--- src/rtl/spxpm_pkg.sv ---
// Shared types and constants for the spxpm ROM streaming reader.
package spxpm_pkg;

  typedef enum logic [1:0] {
    ST_IDLE  = 2'd0,
    ST_RUN   = 2'd1,
    ST_DRAIN = 2'd2
  } state_t;

  // Output skid buffer depth; covers one word in flight plus one waiting.
  localparam int BUF_DEPTH = 2;

endpackage

--- src/rtl/spxpm_fifo2.sv ---
// Two-entry FIFO holding {last, data} words returned by the ROM.
module spxpm_fifo2
  import spxpm_pkg::*;
#(
  parameter int W = 33
) (
  input  logic         clk,
  input  logic         rst,
  input  logic         i_push,
  input  logic [W-1:0] i_din,
  input  logic         i_pop,
  output logic [1:0]   o_occ,
  output logic [W-1:0] o_head
);

  logic [W-1:0] r_mem [BUF_DEPTH];
  logic         r_rp;
  logic         r_wp;
  logic [1:0]   r_occ;

  // Storage, pointers and occupancy; storage is cleared so the head reads zero after reset.
  always_ff @(posedge clk) begin
    if (!rst) begin
      r_mem[0] <= '0;
      r_mem[1] <= '0;
      r_rp     <= 1'b0;
      r_wp     <= 1'b0;
      r_occ    <= 2'd0;
    end else begin
      if (i_push) begin
        r_mem[r_wp] <= i_din;
        r_wp        <= ~r_wp;
      end
      if (i_pop) r_rp <= ~r_rp;
      case ({i_push, i_pop})
        2'b10:   r_occ <= r_occ + 2'd1;
        2'b01:   r_occ <= r_occ - 2'd1;
        default: r_occ <= r_occ;
      endcase
    end
  end

  assign o_occ  = r_occ;
  assign o_head = r_mem[r_rp];

endmodule

--- src/rtl/spxpm_stream.sv ---
// Walks a wrapping ROM address range and streams each word out on valid/ready,
// hiding the one-cycle ROM latency behind a two-entry buffer.
module spxpm_stream
  import spxpm_pkg::*;
#(
  parameter int A = 6,
  parameter int D = 32
) (
  input  logic         clk,
  input  logic         rst,
  input  logic         req_valid,
  output logic         req_ready,
  input  logic [A-1:0] req_base,
  input  logic [A:0]   req_len,
  output logic         rom_en,
  output logic [A-1:0] rom_addr,
  input  logic [D-1:0] rom_data,
  output logic         out_valid,
  input  logic         out_ready,
  output logic [D-1:0] out_data,
  output logic         out_last,
  output logic         busy
);

  state_t       r_state;
  state_t       w_next;
  logic [A-1:0] r_addr;
  logic [A:0]   r_rem;
  logic         r_infl;
  logic         r_infl_last;

  logic [1:0]   w_occ;
  logic [D:0]   w_head;
  logic         w_pop;
  logic         w_issue;
  logic         w_accept;

  assign out_valid = (w_occ != 2'd0);
  assign w_pop     = out_valid & out_ready;
  assign w_accept  = req_valid & (r_state == ST_IDLE);
  // A read may go out only if the buffer can still take it once the in-flight word lands.
  assign w_issue   = (r_state == ST_RUN) && (r_rem != '0) &&
                     (({1'b0, w_occ} + {2'b0, r_infl}) < (3'd2 + {2'b0, w_pop}));

  // State register.
  always_ff @(posedge clk) begin
    if (!rst) r_state <= ST_IDLE;
    else      r_state <= w_next;
  end

  // Next-state logic.
  always_comb begin
    w_next = r_state;
    case (r_state)
      ST_IDLE:  if (req_valid && (req_len != '0)) w_next = ST_RUN;
      ST_RUN:   if (w_issue && (r_rem == (A+1)'(1))) w_next = ST_DRAIN;
      ST_DRAIN: if (w_pop && w_head[D] && !r_infl) w_next = ST_IDLE;
      default:  w_next = ST_IDLE;
    endcase
  end

  // FSM outputs.
  always_comb begin
    req_ready = (r_state == ST_IDLE);
    busy      = (r_state != ST_IDLE);
    rom_en    = w_issue;
  end

  // Address walker, remaining count and in-flight tracking.
  always_ff @(posedge clk) begin
    if (!rst) begin
      r_addr      <= '0;
      r_rem       <= '0;
      r_infl      <= 1'b0;
      r_infl_last <= 1'b0;
    end else begin
      r_infl      <= w_issue;
      r_infl_last <= w_issue && (r_rem == (A+1)'(1));
      if (w_accept) begin
        r_addr <= req_base;
        r_rem  <= req_len;
      end else if (w_issue) begin
        r_addr <= r_addr + A'(1);
        r_rem  <= r_rem - (A+1)'(1);
      end
    end
  end

  assign rom_addr = r_addr;

  spxpm_fifo2 #(.W(D + 1)) u_buf (
    .clk    (clk),
    .rst    (rst),
    .i_push (r_infl),
    .i_din  ({r_infl_last, rom_data}),
    .i_pop  (w_pop),
    .o_occ  (w_occ),
    .o_head (w_head)
  );

  assign out_data = w_head[D-1:0];
  assign out_last = out_valid & w_head[D];

endmodule
--- config.mk ---
export PLATFORM = sky130hd
export DESIGN_NAME = spxpm_stream
export DESIGN_NICKNAME = d
export VERILOG_FILES = /design/src/rtl/spxpm_pkg.sv /design/src/rtl/spxpm_fifo2.sv /design/src/rtl/spxpm_stream.sv
export SDC_FILE = /design/constraint.sdc
export NUM_CORES = 1
export LEC_CHECK = 0
export ABC_AREA = 1
export BUFFER_PORTS_ARGS = -buffer_cell sky130_fd_sc_hd__buf_2
export CAP_MARGIN = 15
export CORE_MARGIN = 2
export CORE_UTILIZATION = 58
export CTS_CLUSTER_DIAMETER = 50
export DETAILED_ROUTE_END_ITERATION = 10
export PLACE_DENSITY = 0.95
export SLEW_MARGIN = 20
export SYNTH_ARGS = -nofsm -noshare
export SYNTH_HDL_FRONTEND = slang
export SYNTH_SLANG_ARGS = --single-unit
--- constraint.sdc ---
create_clock -name clk -period 5.93 [get_ports clk]
set_clock_uncertainty 0.05 [all_clocks]
set_input_delay 1.186 -clock clk [delete_from_list [all_inputs] [get_ports clk]]
set_output_delay 1.186 -clock clk [all_outputs]
set_load 0.05 [all_outputs]
==> results.ini <==
[run_status]
status = completed

[synthesis]
yosysTopAreaCellShare_pct = 48.4
synth_top_area_cell = edfxtp_1
yosysWarnings = 0
syn_nets = 460
synth_area_leaders = edfxtp_1 (48%), dfxtp_1 (11%), mux2_2 (8.8%)
ys_ff_latch = 88
yosysUniqueCellTypes = 28
ys_seq_area_share_pct = 59.1
syn_inst = 405
netlist_area_sq_um = 4100
syn_avg_cell_area_sq_um = 10.1

[floorplan]
std_cell_rows = 30
die_y_um = 88.1
die_w_um = 88.1
die_area_sq_um = 7760
io-pin-count = 92
start_util_pct = 60.0
coreArea_sq_um = 6830

[placement]
gp_congestion = 0.839
numPortBuffers = 91
place_ws_ns = 2.70
place_hpwl_um = 5660
placed_area_sq_um = 4620

[power]
p_leak_nw = 2.24
pwr-share-comb_pct = 28.5
seqPwrFrac_pct = 46.5
power.density_nw_per_um2 = 334
power_frac_clock_pct = 25.1
sw_frac_of_total_pct = 35.2
p_int_mw = 1.04
switching_power_mw = 0.566
ir_worst_vdd_mv = 0.175

[clock_network]
cts_setup_buffers = 0
hold_buffers = 0
clk_path_buf_depth = 2
cts_tree = built
cts_made_buffers = 9
clock-root-buffer = clkbuf_8
postCtsResizedCells = 0
cts_sinks = 88
htreeDepth = 3
clkTransAtPathRegs_ns = 0.09
clk_latency_ns = 0.34

[timing]
slew_headroom_pct = 64.1
period_needed_ns = 3.24
rsz0062_at_grt = false
postLayoutSetupSlackWorst_ns = 2.69
hold_viol = 0
tns_ns = 0
tightest_slew_ns = 0.537
final_max_slew_viol_count = 0
fmax_ghz = 0.309
finalSetupViolCount = 0
post-route-period-util_pct = 54.6

[critical_path]
worst-path-max-fanout = 17
crit_buf_inv = 3
cp_slowest_cell = buf_2
crit_top_cell = buf_2
r2r_start = r_rem[0]$_SDFFE_PN0P_
crit_chain = buf_2 > nand3_1 > nand2_2 > nand3_4 > inv_1 > buf_2
critPathLaunch = out_ready
crit_arrival_ns = 2.00
cpPeakStageDelay_ns = 0.26
required_ns = 4.69
cp_top_family = buffers and inverters
worstSetupEndpointType = output port
startpoint_type = input pin
worst-setup-path-type = input pin to output port

[layout]
nFillCells = 526
final_util_pct = 70.5
antenna_cells = 0
finalInstanceArea_sq_um = 4820
nets = 550
final_common_cell = buf_2
area_growth_pct = 17.6
drive_above_1_share_pct = 31.0
regArea_sq_um = 2420
final_cell_mix = buf_2 (91), nor2_1 (86), edfxtp_1 (66), inv_1 (49), nand2_1 (48)
multi_input_area_sq_um = 1400

[routing]
first_pass_iters = 4
drc = 0
wl_per_cell_um = 13.5
postRouteAntennaNets = 0
drt-total-wl_um = 8060
first_iter_violations = 179
dr_total_vias = 3071
vias_per_cell = 5.15

[global_routing]
grt_pass1_wl_um = 12700
grt_pass1_vias = 2960
grt_max_degree = 35
track_usage_pct = 21.2
overflow = 0
antenna_found_initial = 0

[hold_path]
hold_path.class = flop to flop
min-delay-start = u_buf.r_rp$_SDFFE_PN0P_

[job]
drv_cap = 0

## final timing paths
| kind | to | slack (ns) | depth (start not counted) |
|---|---|---|---|
| max | rom_en | 2.69 | 6 |
| min | flop | 0.42 | 1 |
| min reg2reg | flop | 0.42 | 1 |
| max reg2reg | r_rem[1]$_SDFFE_PN0P_ | 4.08 | 9 |
## registers in the layout, summed over array words and instances, names as in the netlist, named ones only
| signal | flops |
|---|---|
| u_buf.r_mem | 66 |
| r_rem | 7 |
| rom_addr | 6 |
| r_state | 2 |
| u_buf.o_occ | 2 |
| r_infl | 1 |
| r_infl_last | 1 |
| u_buf.r_rp | 1 |
| u_buf.r_wp | 1 |
## cells by family after synthesis
| group | count (synthesis) | share of synthesized area (%) |
|---|---|---|
| flip-flops | 88 | 59.1 |
| AO/OA/AOI/OAI | 30 | 3.72 |
| AND/OR/NAND/NOR | 177 | 18.9 |
| multiplexers | 32 | 8.79 |
| XOR/XNOR | 4 | 0.855 |
| buffers and inverters | 68 | 6.84 |
| adder cells (fa/ha/maj) | 6 | 1.83 |
## synthesized netlist by cell type, drive strengths merged
library cell and n:
a21oi 16, xnor2 2, xor2 2, nor3b 1, dfxtp 22, nand2 54
inv 51, buf 8, o21a 1, o21ai 13, nand4 2, and2 1
nand3 24, clkbuf 9, nor2 89, mux2 32, ha 6, nor3 6
edfxtp 66
## per-stage QoR
| stage | power, mW | std cells | hold WS, ns |
|---|---|---|---|
| after floorplan | 1.12 | 405 | 0.376 |
| after global placement | 1.20 | 580 | 0.387 |
| after detailed placement | 1.22 | 580 | 0.394 |
| after CTS | 1.62 | 596 | 0.419 |
| after global routing | 1.69 | 596 | 0.445 |
| final | 1.61 | 596 | 0.422 |
## power groups by stage
| stage | clock network (mW) | registers [mW] | logic [mW] |
|---|---|---|---|
| CTS | 0.411 | 0.747 | 0.459 |
| floorplan | 0 | 0.772 | 0.349 |
| finish | 0.404 | 0.748 | 0.458 |
| detailed placement | 0 | 0.761 | 0.457 |
| global placement | 0 | 0.757 | 0.444 |
| global route | 0.437 | 0.755 | 0.494 |
## metal layers
layer / global-route usage, % / wire length (um)
met2: 38.8 / 4190
met3: 5.37 / 570
met5: 0 / 0
met1: 24.1 / 3170
met4: 7.44 / 131
## area by class of cell
class / count / area share, %
flip-flops and latches: 88 / 50.3
multi-input cells: 249 / 29.0
repair buffers: 96 / 10.2
inverters: 51 / 3.97
clock buffers: 10 / 2.65
well taps: 96 / 2.49
clock inverters: 6 / 1.40
## worst reg2reg max path, stage by stage, from the launching register on
cell	delay, ns
dfxtp_1	0.40
inv_1	0.13
ha_1	0.28
nand2_2	0.11
nor2_2	0.05
nand2_2	0.12
nand3_4	0.21
nand2_4	0.21
nand2_1	0.09
a21oi_1	0.14
Power figures use the tool's default switching activity.
